===== config.mk =====
export PLATFORM = sky130hd
export DESIGN_NAME = sargantana_icache_refill_buffer
export DESIGN_NICKNAME = d
export VERILOG_FILES = /design/src/rtl/sargantana_icache_refill_buffer.sv
export SDC_FILE = /design/constraint.sdc
export NUM_CORES = 1
export LEC_CHECK = 0
export BUFFER_PORTS_ARGS = -buffer_cell sky130_fd_sc_hd__buf_4
export CAP_MARGIN = 10
export CORE_MARGIN = 5
export CORE_UTILIZATION = 47
export CTS_BUF_LIST = sky130_fd_sc_hd__clkbuf_2 sky130_fd_sc_hd__clkbuf_4 sky130_fd_sc_hd__clkbuf_8
export CTS_CLUSTER_SIZE = 28
export DETAILED_ROUTE_END_ITERATION = 10
export HOLD_SLACK_MARGIN = 0.12
export PLACE_DENSITY_LB_ADDON = 0.2
export SYNTH_ARGS = -nofsm -noshare
export SYNTH_HDL_FRONTEND = slang
export SYNTH_SLANG_ARGS = --single-unit

===== constraint.sdc =====
create_clock -name clk_i -period 7.7 [get_ports clk_i]
set_clock_uncertainty 0.1 [all_clocks]
set_input_delay 0.77 -clock clk_i [delete_from_list [all_inputs] [get_ports clk_i]]
set_output_delay 0.77 -clock clk_i [all_outputs]
set_load 0.05 [all_outputs]

===== src/rtl/sargantana_icache_refill_buffer.sv =====
// rtl/sargantana_icache_refill_buffer.sv - assembles memory beats into a full cache line and writes it to one way SRAM
module sargantana_icache_refill_buffer #(
    parameter int SET_WIDHT  = 256,
    parameter int ADDR_WIDHT = 6,
    parameter int BEAT_WIDTH = 64,
    parameter int WAYS       = 4
) (
    input  logic                     clk_i,
    input  logic                     rst_i,
    input  logic                     flush_i,
    input  logic                     refill_valid_i,
    output logic                     refill_ready_o,
    input  logic [ADDR_WIDHT-1:0]    refill_idx_i,
    input  logic [$clog2(WAYS)-1:0]  refill_way_i,
    input  logic                     beat_valid_i,
    output logic                     beat_ready_o,
    input  logic [BEAT_WIDTH-1:0]    beat_data_i,
    output logic [WAYS-1:0]          way_req_o,
    output logic                     way_we_o,
    output logic [ADDR_WIDHT-1:0]    way_addr_o,
    output logic [SET_WIDHT-1:0]     way_data_o,
    output logic                     refill_done_o
);

    localparam int BEATS = SET_WIDHT / BEAT_WIDTH;
    localparam int CNT_W = (BEATS > 1) ? $clog2(BEATS) : 1;
    localparam int WAY_W = $clog2(WAYS);
    localparam logic [CNT_W-1:0] LAST_CNT = CNT_W'(BEATS - 1);

    // A line that is not a whole number of beats, or fits in a single beat, is a configuration error
    if (((SET_WIDHT % BEAT_WIDTH) != 0) || (BEATS < 2)) begin : g_bad_geometry
        $error("SET_WIDHT must be a multiple of BEAT_WIDTH with at least two beats per line");
    end

    typedef enum logic [1:0] {
        IDLE  = 2'd0,
        FILL  = 2'd1,
        WRITE = 2'd2
    } state_t;

    state_t                 state_q;
    state_t                 state_d;
    logic [CNT_W-1:0]       cnt_q;
    logic [ADDR_WIDHT-1:0]  idx_q;
    logic [WAY_W-1:0]       way_q;
    logic [SET_WIDHT-1:0]   line_q;
    logic                   done_q;
    logic                   req_fire;
    logic                   beat_fire;
    logic                   fill_flush;
    logic [WAYS-1:0]        way_onehot;

    assign req_fire   = refill_valid_i & refill_ready_o;
    assign beat_fire  = beat_valid_i & beat_ready_o;
    assign fill_flush = (state_q == FILL) & flush_i;
    assign way_onehot = {{(WAYS-1){1'b0}}, 1'b1} << way_q;

    // State register; reset forces IDLE without waiting for a clock edge
    always_ff @(posedge clk_i or posedge rst_i) begin
        if (rst_i) begin
            state_q <= IDLE;
        end else begin
            state_q <= state_d;
        end
    end

    // Next-state and handshake/SRAM strobes; flush only matters while a line is still being gathered
    always_comb begin
        state_d        = state_q;
        refill_ready_o = 1'b0;
        beat_ready_o   = 1'b0;
        way_we_o       = 1'b0;
        way_req_o      = '0;
        case (state_q)
            IDLE: begin
                refill_ready_o = ~flush_i;
                if (refill_valid_i && !flush_i) begin
                    state_d = FILL;
                end
            end
            FILL: begin
                beat_ready_o = ~flush_i;
                if (flush_i) begin
                    state_d = IDLE;
                end else if (beat_valid_i && (cnt_q == LAST_CNT)) begin
                    state_d = WRITE;
                end
            end
            WRITE: begin
                way_we_o  = 1'b1;
                way_req_o = way_onehot;
                state_d   = IDLE;
            end
            default: begin
                state_d = IDLE;
            end
        endcase
    end

    // Request latch, beat counter and line assembly; the line is only exposed to the SRAM once complete
    always_ff @(posedge clk_i or posedge rst_i) begin
        if (rst_i) begin
            cnt_q  <= '0;
            idx_q  <= '0;
            way_q  <= '0;
            line_q <= '0;
        end else begin
            if (req_fire) begin
                idx_q <= refill_idx_i;
                way_q <= refill_way_i;
                cnt_q <= '0;
            end
            if (fill_flush) begin
                cnt_q <= '0;
            end else if (beat_fire) begin
                for (int k = 0; k < BEATS; k++) begin
                    if (cnt_q == CNT_W'(k)) begin
                        line_q[k*BEAT_WIDTH +: BEAT_WIDTH] <= beat_data_i;
                    end
                end
                cnt_q <= (cnt_q == LAST_CNT) ? '0 : cnt_q + 1'b1;
            end
        end
    end

    // Completion pulse for the cycle following the SRAM write
    always_ff @(posedge clk_i or posedge rst_i) begin
        if (rst_i) begin
            done_q <= 1'b0;
        end else begin
            done_q <= (state_q == WRITE);
        end
    end

    assign way_addr_o    = idx_q;
    assign way_data_o    = line_q;
    assign refill_done_o = done_q;

endmodule


-- Yosys cells after proc, flatten, opt, wreduce, memory -nomap -nowiden
Cells that the tools add are included.
- register bits: 269
- input bits: 77
- output and inout bits: 270
- word-level logic and storage cells: 46
- add/subtract/negate cells: 1
- equal/unequal tests: 7
- shift-type cells: 1
- mux-type cells: 12
- bitwise gates (word level): 5
- reduce and logical (&&, ||, !) cells: 11
- operator list (cell ; count):
    $mux W2 ; 7
    $reduce_and A3 Y1 ; 4
    $eq A2 B2 Y1 const B ; 3
    $eq A2 B1 Y1 const B ; 2
    $logic_not A2 Y1 ; 2
    $mux W4 ; 1
    $pmux W2 S2 ; 1
    $shl A1 B2 Y4 const A ; 1
    $and A1 B1 Y1 ; 3
    $mux W1 ; 3
    $ne A3 B2 Y1 const B ; 1
    $reduce_bool A3 Y1 ; 1
    $add A2 B1 Y2 const B ; 1
    $logic_and A1 B1 Y1 ; 2
    $ne A2 B2 Y1 const B ; 1
    $not A1 Y1 ; 2
    $reduce_and A2 Y1 ; 1
    $logic_not A1 Y1 ; 1

-- Longest topological paths before layout
- word-level depth: 6
- gate-level depth with buffers: 6

-- Worst setup path after synthesis
OpenSTA, ideal clock, no wires.
- path type: register -> output
- from: reg state_q[0]
- to: out way_req_o[0]
- arrival: 2471 ps
- required time: 6830 ps
- slack: 4359 ps
- stages on the path, launching flop included: 3
- path buffers: 0
- path through: dfrtp_1 nor2b_1 nor3b_1
- cells in the longest elaborated chain, start to end: 2
- RTL lines (item ; line ; text):
    start: declaration ; 41 ; state_t state_q;
    start signal: assignment ; 63 ; state_q <= state_d;
    $eq A2 B2 Y1 ; 74 ; case (state_q)
    $mux W4 ; 74 ;
    end: declaration ; 18 ; output logic [WAYS-1:0] way_req_o,
Every way passes these cells.

-- Final worst setup path
- from: reg state_q[1]
- to: reg line_q[226] (netlist: way_data_o[226])
- cells in the longest elaborated chain, start to end: 4
- RTL lines (item ; line ; text):
    $eq A2 B1 Y1 (*) ; 55, 74 ;
    $mux W1 or $and A1 B1 Y1 (tied branches) ; 74, 55 ;
    $and A1 B1 Y1 or $not A1 Y1 (tied branches) ; - ;
    $reduce_and A3 Y1 (no line) (*) ; - ;
    end signal: indexed assignment ; 118 ; line_q[k*BEAT_WIDTH +: BEAT_WIDTH] <= beat_data_i;
    end: declaration ; 46 ; logic [SET_WIDHT-1:0] line_q;
Mark *: on every way between the ends. The rest lies on a longest branch, timed or not.
A chain may end at the register's enable or synchronous reset.

==> impl_metrics.json <==
{
  "placed_area_sq_mm": 0.0130,
  "p_clk_frac": 0.223,
  "htreeDepth": 2,
  "drt-wirelength-per-cell_um": 19.5,
  "vdd_drop_max_mv": 0.211,
  "clock_latency_ns": 0.52,
  "hold_viol_final": 0,
  "vias": 6345,
  "synth.most_common_cell": "dfrtp_1",
  "syn_avg_cell_area_sq_um": 17.3,
  "track_usage": 0.196,
  "synth.top_cells.by_count": "dfrtp_1, mux2_2, buf_6, mux2_4",
  "synth-seq-cells": 269,
  "ctsHoldBuffers": 1,
  "yosys_warnings": 0,
  "synthDistinctLibCells": 24,
  "antenna_found_initial": 0,
  "drv_cap": 0,
  "maxSlewHeadroom": 0.297,
  "tns_ns": 0,
  "p_seq_frac": 0.360,
  "comb_power_share": 0.418,
  "die_x_um": 158,
  "rsz0062_at_grt": "false",
  "synthCells": 593,
  "whs_path_depth": 2,
  "clock_path_buffers": 3,
  "port_buffers": 346,
  "viasPerCell": 5.00,
  "async_reset_ff_frac": 1.00,
  "yosys.area.top_type": "dfrtp_1",
  "fp.coreArea_sq_mm": 0.0216,
  "hp-class": "primary input to register",
  "period_minus_slack_ns": 2.95,
  "crit_required_ns": 8.00,
  "io_pins": 347,
  "drt_pass1_iterations": 4,
  "status": "finished clean",
  "yosysTopAreaCellShare": 0.657,
  "worstSetupPathType": "register to register",
  "crit_slowest_cell": "nor4bb_2",
  "path_cells": "nor4bb_2 -> nand2_4 -> mux2_1",
  "synth_top_family_by_area": "multiplexers",
  "worst_pin_slew_ns": 1.04,
  "grt_pass1_wl_um": 38300,
  "drive_above_1_share": 0.699,
  "syn-num-nets": 674,
  "worst_slack_ns": 4.75,
  "synth.area.top_cells": "dfrtp_1, mux2_2, buf_6",
  "synth_edf_count": 0,
  "finalCritPeriodShare": 0.383,
  "synth.yosys.seq_area_share": 0.657,
  "die_h_um": 158,
  "synth_compound_area_frac": 0.00330,
  "drv_slew": 0,
  "crit_fanout": 65,
  "cts_setup_buffers": 0,
  "power_switching_mw": 2.23,
  "initial_utilization": 0.474,
  "first_global_vias": 6751,
  "synth_area_sq_mm": 0.0102,
  "routabilityCongestion": 0.769,
  "n_antenna_cell": 0,
  "final_util": 0.639,
  "pre_cts_slack_ns": 4.26,
  "place_hpwl_um": 17000,
  "syn_to_final_growth_pct": 34.9,
  "cts_sinks": 269,
  "end_kind": "register",
  "wirelength_um": 24700,
  "dieArea_sq_mm": 0.0248,
  "clock.fmax_mhz": 339,
  "gr-total-overflow": 0,
  "numCtsBuffers": 44,
  "grt_max_degree": 83,
  "row_count": 54,
  "p_leak_nw": 7.40,
  "clk_pin_slew_worst_paths_ns": 0.06,
  "reg2regPathDepth": 3,
  "synth_mux_area_frac": 0.294,
  "cp.arrival_ns": 3.25,
  "drc": 0,
  "synth-simple-area-share": 0.0112,
  "power_mw": 5.35,
  "final_net_count": 1044,
  "cpPeakStageDelay_ns": 0.93,
  "synth_xor_area_frac": 0,
  "synthFlopType": "dfrtp_1",
  "cp-start-kind": "register",
  "synthAdderAreaFrac": 0.00489,
  "first_iter_violations": 140,
  "internal_power_mw": 3.12,
  "cellPowerDensity_mw_per_mm2": 387,
  "cts_resized": 0,
  "finalSetupViolCount": 0,
  "tritoncts": "yes",
  "fin_area_sq_mm": 0.0138,
  "root_buffer": "clkbuf_8",
  "ant_nets": 0,
  "switching_share": 0.416
}
[power groups by stage]
stage | logic (mW) | clock network, mW | registers [mW]
floorplan | 0.340 | 0 | 3.11
global placement | 2.24 | 0 | 1.93
detailed placement | 2.26 | 0 | 1.95
CTS | 2.26 | 1.24 | 1.93
global route | 2.32 | 1.31 | 1.97
finish | 2.24 | 1.19 | 1.93
[metrics by stage]
stage / cells / hold slack (ns)
CTS: 1270 / 0.338
finish: 1270 / 0.375
global placement: 1196 / 0.381
global route: 1270 / 0.334
detailed placement: 1196 / 0.393
floorplan: 593 / 0.432
[layout make-up]
class,instances,area (sq um)
Sequential cell,269,6730
Tap cell,280,350
Timing Repair Buffer,351,2640
Fill cell,1687,7800
Multi-Input combinational cell,293,3240
Clock inverter,5,25.0
Inverter,4,18.8
Clock buffer,68,823
[registers in the layout, summed over array words and instances (netlist names)]
name / flops
way_data_o: 256
way_addr_o: 6
cnt_q: 2
state_q: 2
way_q: 2
refill_done_o: 1
[metal layers]
metal,global-route usage,vias up,wire (um),part of all wire
li1,-,2848,-,-
met1,0.242,3213,9550,0.39
met2,0.323,235,12300,0.50
met3,0.0700,49,2220,0.090
met4,0.0655,0,672,0.027
met5,0,-,0,0
[critical path, delay by kind of cell (launching register included)]
family           cells  cell delay (ns)
flip-flops           1             0.43
multiplexers         1             0.56
AND/OR/NAND/NOR      2             1.70
[layout by cell type, fill, tap and decap left out, types with 2 or more instances in the layout]
| master | synthesis | final |
|---|---|---|
| buf_4 | 1 | 350 |
| clkbuf_4 | 0 | 18 |
| clkbuf_8 | 0 | 50 |
| clkinv_2 | 0 | 5 |
| dfrtp_1 | 269 | 269 |
| ha_1 | 4 | 4 |
| inv_1 | 4 | 3 |
| mux2_1 | 2 | 2 |
| mux2_2 | 252 | 252 |
| mux2_4 | 10 | 10 |
| nand2_1 | 4 | 4 |
| nand2_4 | 0 | 4 |
| nor2_1 | 4 | 4 |
| o21ai_0 | 2 | 2 |
[logic make-up (layout without fill, tap and decap cells)]
family,after synthesis,after routing
buf+inv,31,428
simple gates,20,20
flops,269,269
compound gates,5,5
fa+ha+maj,4,4
mux,264,264
[worst paths after layout]
check	slack, ns	to	start
setup / recovery	4.75	way_data_o[226]$_DFFE_PP0P_	state_q[1]$_DFFE_PP0P_
setup reg to reg	4.75	way_data_o[226]$_DFFE_PP0P_	state_q[1]$_DFFE_PP0P_
hold / removal	0.37	way_q[1]$_DFFE_PP0P_	refill_way_i[1]
max in group asynchronous	4.94	way_data_o[174]$_DFFE_PP0P_	rst_i
hold reg to reg	0.40	way_data_o[241]$_DFFE_PP0P_	way_data_o[241]$_DFFE_PP0P_
min in group asynchronous	0.65	way_data_o[186]$_DFFE_PP0P_	rst_i
Note: power is estimated with default switching activity, not from simulation.
